`src/rtl/apb_fifo_slave.sv`:
```
// apb_fifo_slave: APB responder fronting a DEPTH x 32-bit FIFO with STATUS/CTRL/COUNT registers,
// programmable wait states and a level interrupt while enabled and data is pending.
module apb_fifo_slave #(
  parameter int DEPTH       = 8,
  parameter int WAIT_STATES = 1
) (
  input  logic        PCLK,
  input  logic        PRESET,
  input  logic [31:0] PADDR,
  input  logic        PWRITE,
  input  logic        PSEL,
  input  logic        PENABLE,
  input  logic [31:0] PWDATA,
  output logic [31:0] PRDATA,
  output logic        PREADY,
  output logic        irq
);
  localparam int AW = $clog2(DEPTH);
  typedef enum logic [1:0] {IDLE, WAIT, ACK} state_t;
  state_t state;
  logic [3:0] cnt;
  logic [31:0] mem [DEPTH];
  logic [AW-1:0] wptr, rptr;
  logic [AW:0] count, count_next;
  logic irq_en, overflow, underflow;
  logic full, empty, commit, push, pop, ctrl_wr, flush;
  logic [1:0] addr;
  logic [31:0] rdata;
  logic unused_addr;
  assign addr        = PADDR[3:2];
  assign unused_addr = ^{PADDR[31:4], PADDR[1:0]};
  assign full        = count == (AW+1)'(DEPTH);
  assign empty       = count == '0;
  // the transfer's side effect lands on the edge that leaves ACK
  assign commit      = state == ACK;
  assign push        = commit & PWRITE & (addr == 2'd0);
  assign pop         = commit & ~PWRITE & (addr == 2'd0);
  assign ctrl_wr     = commit & PWRITE & (addr == 2'd2);
  assign flush       = ctrl_wr & PWDATA[1];
  assign count_next  = flush ? '0 :
                       (push & ~full) ? count + 1'b1 :
                       (pop & ~empty) ? count - 1'b1 : count;
  always_ff @(posedge PCLK or negedge PRESET)
    if (!PRESET) begin
      state  <= IDLE;
      cnt    <= '0;
      PREADY <= 1'b0;
    end else begin
      PREADY <= 1'b0;
      case (state)
        IDLE: if (PSEL && !PENABLE) begin
          state <= WAIT;
          cnt   <= 4'(WAIT_STATES);
        end
        WAIT: if (!PSEL) state <= IDLE;
        else if (PENABLE) begin
          if (cnt == '0) begin
            state  <= ACK;
            PREADY <= 1'b1;
          end else cnt <= cnt - 1'b1;
        end
        default: state <= IDLE;
      endcase
    end
  always_ff @(posedge PCLK or negedge PRESET)
    if (!PRESET) begin
      wptr      <= '0;
      rptr      <= '0;
      count     <= '0;
      irq_en    <= 1'b0;
      overflow  <= 1'b0;
      underflow <= 1'b0;
      irq       <= 1'b0;
    end else begin
      count <= count_next;
      irq   <= irq_en & (count_next != '0);
      if (flush) begin
        wptr      <= '0;
        rptr      <= '0;
        overflow  <= 1'b0;
        underflow <= 1'b0;
      end else begin
        if (push) begin
          if (full) overflow <= 1'b1;
          else wptr <= wptr + 1'b1;
        end
        if (pop) begin
          if (empty) underflow <= 1'b1;
          else rptr <= rptr + 1'b1;
        end
      end
      if (ctrl_wr) irq_en <= PWDATA[0];
    end
  // storage is left unreset; a flush only rewinds the pointers
  always_ff @(posedge PCLK)
    if (push && !full) mem[wptr] <= PWDATA;
  always_comb begin
    rdata = addr == 2'd0 ? (empty ? 32'h0 : mem[rptr]) :
            addr == 2'd1 ? {28'h0, underflow, overflow, full, empty} :
            addr == 2'd2 ? {31'h0, irq_en} : 32'(count);
  end
  assign PRDATA = PREADY ? rdata : 32'h0;
endmodule

```
`config.mk`:
```
export PLATFORM = sky130hd
export DESIGN_NAME = apb_fifo_slave
export DESIGN_NICKNAME = d
export VERILOG_FILES = /design/src/rtl/apb_fifo_slave.sv
export SDC_FILE = /design/constraint.sdc
export NUM_CORES = 1
export LEC_CHECK = 0
export ABC_CLOCK_PERIOD_IN_PS = 8300
export BUFFER_PORTS_ARGS = -buffer_cell sky130_fd_sc_hd__buf_2
export CAP_MARGIN = 20
export CELL_PAD_IN_SITES_DETAIL_PLACEMENT = 0
export CELL_PAD_IN_SITES_GLOBAL_PLACEMENT = 1
export CORE_ASPECT_RATIO = 0.75
export CORE_MARGIN = 4
export CORE_UTILIZATION = 37
export CTS_CLUSTER_SIZE = 8
export DETAILED_ROUTE_END_ITERATION = 8
export HOLD_SLACK_MARGIN = 0.1
export PLACE_DENSITY = 0.6
export SYNTH_ARGS = -nofsm -noshare
export SYNTH_HDL_FRONTEND = slang
export SYNTH_SLANG_ARGS = --single-unit
```
`constraint.sdc`:
```
create_clock -name PCLK -period 8.3 [get_ports PCLK]
set_input_delay 1.245 -clock PCLK [delete_from_list [all_inputs] [get_ports PCLK]]
set_output_delay 1.245 -clock PCLK [all_outputs]
set_load 0.02 [all_outputs]
```
# After elaboration in Yosys (flattened, before gate mapping)
# Memory sizes are Yosys's and may differ from the RTL's.
# Cells that the tools add are included.
# op_classes
order_cmp	0
muxes	36
shift	0
div_mod_pow	0
addsub	5
reduce_logical	20
mul	0
n_eq_ne	13
n_bitwise	12
# op_table
cell	n
32-bit 2-to-1 mux	3
4-bit 2-to-1 mux	9
3-bit 2-to-1 mux	6
1-bit 2-to-1 mux	12
2-bit nonzero test	5
1-bit AND	9
4-bit zero test	2
2-bit 2-to-1 mux	4
2-bit inequality test (second input constant)	4
4-bit one-hot mux with 2 select lines	1
2-bit AND reduction	4
4-bit by 1-bit subtractor with 4-bit output (second input constant)	2
3-bit by 1-bit adder with 3-bit output (second input constant)	2
3-bit inequality test (second input constant)	2
5-bit AND reduction	1
4-bit by 1-bit adder with 4-bit output (second input constant)	1
2-bit by 1-bit equality test with 1-bit output (second input constant)	2
2-bit equality test (second input constant)	2
4-bit equality test (second input constant)	1
2-bit zero test	2
2-bit by 1-bit inequality test with 1-bit output (second input constant)	2
2-bit one-hot mux with 2 select lines	1
4-bit nonzero test	1
1-bit inverter	3
other kinds (3)	5
# totals
word_cells	97
ramBits	256
romBits	0
latchBits	0
memories	1
output_inout_bits	34
register_bits	21
inputBits	69
# mem_list
memory	words	width	read_ports	rd_ports_with_merged_regs	write_ports	line_no	rtl
mem	8	32	1	0	1	22	logic [31:0] mem [DEPTH];

# Depth between registers and ports, before layout
# depth
depth_word	9
depth_mapped	8
mapped_depth_nobuf	6

# Worst setup path after synthesis
# No wires, ideal clock.
# synth_timing
path_type	input -> register
from	in PADDR[2]
to	mem mem[0][0] (enable)
setup_ps	502
arrival_ps	5109
slack_ps	2689
required_time_ps	7798
path_buffers	1
stages	4
cell_sequence	buf_2 > nor4b_2 > nand3_2 > nor4_1
# synth_between
elab_chain_len	5
# synth_lines
item	line_no	rtl
from (decl)	9	input logic [31:0] PADDR,
2-bit zero test	36	assign push = commit & PWRITE & (addr == 2'd0);
1-bit AND	36	
1-bit logical AND	96	if (push && !full) mem[wptr] <= PWDATA;
1-bit 2-to-1 mux	96	
1-bit 2-to-1 mux (implied by the code)	96	
to (decl)	22	
# Every way passes these cells.

# Final worst setup path
# layout_timing
from	reg rptr[0]
to	out PRDATA[0]
# layout_between
elab_chain_len	4
# layout_lines
item	line_no	rtl
from (decl)	23	logic [AW-1:0] wptr, rptr;
from (signal assigned)	89	else rptr <= rptr + 1'b1;
memory read 8 x 32 bit	-	
32-bit 2-to-1 mux (2 in a row)	98	rdata = addr == 2'd0 ? (empty ? 32'h0 : mem[rptr]) :
32-bit 2-to-1 mux	102	assign PRDATA = PREADY ? rdata : 32'h0;
to (decl)	14	output logic [31:0] PRDATA,
# Every way passes these cells.

==> flow_summary_export.csv <==
group,metric,value,unit
timing,fmax,224,MHz
timing,rsz0062_at_grt,"false",
layout,nets,734,
layout,fillers,2548,
run_status,status,"finished, final reports clean",
setup_path,worstSetupEndpoint,"PRDATA[0]",
timing,setup_ws,3.83,ns
place,gp_congestion,0.743,
timing,setup_viol_count_final,0,
setup_path,reg2reg_from,"state[0]",
power_and_ir_drop,p_leak,0.00428,uW
global_route,grt_overflow,0,
place,post_dp_cell_area,0.0119,sq mm
clock_network,ctsHoldBuffers,0,
setup_path,end_kind,"output pin",
place,portBuffers,72,
drt,totalWireLength,23100,um
synth,synth_nets,637,
setup_path,arrival,3.23,ns
layout,areaGrowthSynthToFinish,17.9,%
drt,firstDrtPassIters,4,
synth,yosysTopAreaCell,"edfxtp_1",
clock_network,cts.clk_slew.worst_paths,0.05,ns
global_route,antenna_found_initial,2,
layout,finalNonFillerCells,1067,
clock_network,cts_root_buffer,"clkbuf_16",
drt,drtAntennaViolNets,0,
setup_path,start_kind,"flop",
clock_network,cts_resized,0,
timing,setup-tns-final,0,ns
synth,avgSynthCellArea,19.7,sq um
synth,synthCells,562,
global_route,grt_max_degree,67,
drt,drt_iter0_markers,342,
synth,ys_types,51,
hold_path,worstHoldPathType,"reg2reg",
die,dieHeight,158,um
synth,synth_commonest_cells,"256 x edfxtp_1, 63 x mux4_2, 50 x nor2_1",
die,dieWidth,208,um
clock_network,clk_latency,0.51,ns
drt,viasPerCell,5.15,
timing,relSlewSlack,27.9,%
setup_path,worstSetupStartpoint,"rptr[0]",
synth,synth.ff_latch_count,277,
setup_path,ff2ff_setup_slack,5.28,ns
clock_network,cts_max_level,2,
timing,slew_viol_final,0,
die,initial_core_util,37.8,%
synth,yosysMostFrequentCell,"edfxtp_1",
layout,final_area,0.0131,sq mm
synth,yosysTopAreaCellShare,69.4,%
setup_path,required,7.05,ns
place,dp_worst_setup_slack,4.21,ns
timing,worstMarginPinSlew,1.08,ns
drt,num_vias,5493,
synth,ys_seq_area_share,74.1,%
setup_path,reg2reg_to,"mem[4][22]",
timing,skew,0.0114,ns
clock_network,max-clock-path-buffers,3,
global_route,grt_pass1_vias,5844,
clock_network,numCtsBuffers,40,
drt,drc_errors,0,
clock_network,cts_setup_buffers,0,
place,dpl.hpwl,12700,um
job,max_cap_viol_count,0,
timing,post-route-period-util,53.9,%
synth,synth_edf_count,256,
synth,yosysWarnings,0,
power_and_ir_drop,ir_drop,0.154,mV
global_route,track_usage,14.1,%
synth,syn_area,0.0111,sq mm
synth,ys.flop_type,"edfxtp_1",
power_and_ir_drop,power.total,3260,uW
synth,ys_top_cells_by_area,"edfxtp_1 69%, mux4_2 13%, dfrtp_1 4.7%, mux2i_1 3.4%, nor2_1 1.7%",
setup_path,r2r_cells,4,
setup_path,worst-setup-path-type,"reg2out",
die,design.die.area,0.0328,sq mm
die,row_count,54,
setup_path,path_max_fanout,39,
power_and_ir_drop,powerDensity,249,mW/mm^2
drt,wire_per_inst,21.7,um
synth,async_flop_share,7.58,%
clock_network,cts_tree,"built",
die,fp.coreArea,0.0293,sq mm
timing,fin_crit,4.47,ns
clock_network,cts.sinks,277,
place,dp.cells,1009,
layout,drive_gt1_share,31.7,%
global_route,grt_pass1_wl,35500,um
die,io_pins,103,
layout,diodes,0,
timing,finalHoldViolCount,0,
registers in the layout (all words and copies together), names as in the netlist:
name and flops:
irq_en 1, PREADY 1, state 2, cnt 4
irq 1, overflow 1, count 4, wptr 3
underflow 1, mem 256, rptr 3
cell type report:
| cell class | count | area, sq um | area share, % |
|---|---|---|---|
| timing repair buffer | 85 | 458 | 3.50 |
| inverter | 5 | 18.8 | 0.144 |
| clock buffer | 56 | 1100 | 8.45 |
| tap | 392 | 490 | 3.75 |
| clock inverter | 2 | 21.3 | 0.163 |
| multi-input combinational | 250 | 2750 | 21.1 |
| sequential | 277 | 8220 | 62.9 |
worst max-delay path: stages (launching register included):
cell and delay [ns]:
dfrtp_4 0.78, buf_4 0.74, mux4_2 0.59, nand2b_1 0.15, o211ai_1 0.15, a21oi_1 0.09
buf_2 0.17
cell families after synthesis:
group / count (synthesis) / synth area share, %
AND/OR/NAND/NOR: 101 / 4.63
XOR/XNOR: 8 / 0.632
flip-flops: 277 / 74.1
multiplexers: 105 / 16.6
buffers and inverters: 35 / 1.46
AO/OA/AOI/OAI: 30 / 1.83
adder cells (fa/ha/maj): 6 / 0.678
worst min path at each step:
stage / startpoint / to / cells past startpoint
floorplan: underflow / underflow / 2
global placement: underflow / underflow / 2
detailed placement: overflow / overflow / 2
CTS: overflow / overflow / 2
global route: underflow / underflow / 2
finish: overflow / overflow / 2
where the power goes:
group / leakage (uW) / internal, uW / switching [uW] / total, uW
sequential: 0.00257 / 1540 / 40.2 / 1580
combinational: 0.00117 / 121 / 109 / 230
clock: 0.000545 / 908 / 538 / 1450
through the flow:
step / hold WS [ns] / utilization, %
floorplan: 0.459 / -
global placement: 0.479 / 40.7
detailed placement: 0.492 / 40.7
CTS: 0.503 / 44.6
global route: 0.553 / 44.6
finish: 0.507 / 44.6
placed cells by master, fill, tap and decap left out, types with 13 or more instances in the layout:
cell       instances
clkbuf_16         42
edfxtp_1         256
dfrtp_1           18
mux4_2            63
nand2_1           14
nor2_1            47
buf_2             72
mux2i_1           38
clkbuf_1          14
buf_4             13
routing by layer:
metal	wire [um]	GRT usage, %
met1	10300	19.2
met2	11400	23.2
met3	958	3.25
met4	367	3.53
met5	27	0
Note: power is estimated with default switching activity, not from simulation.
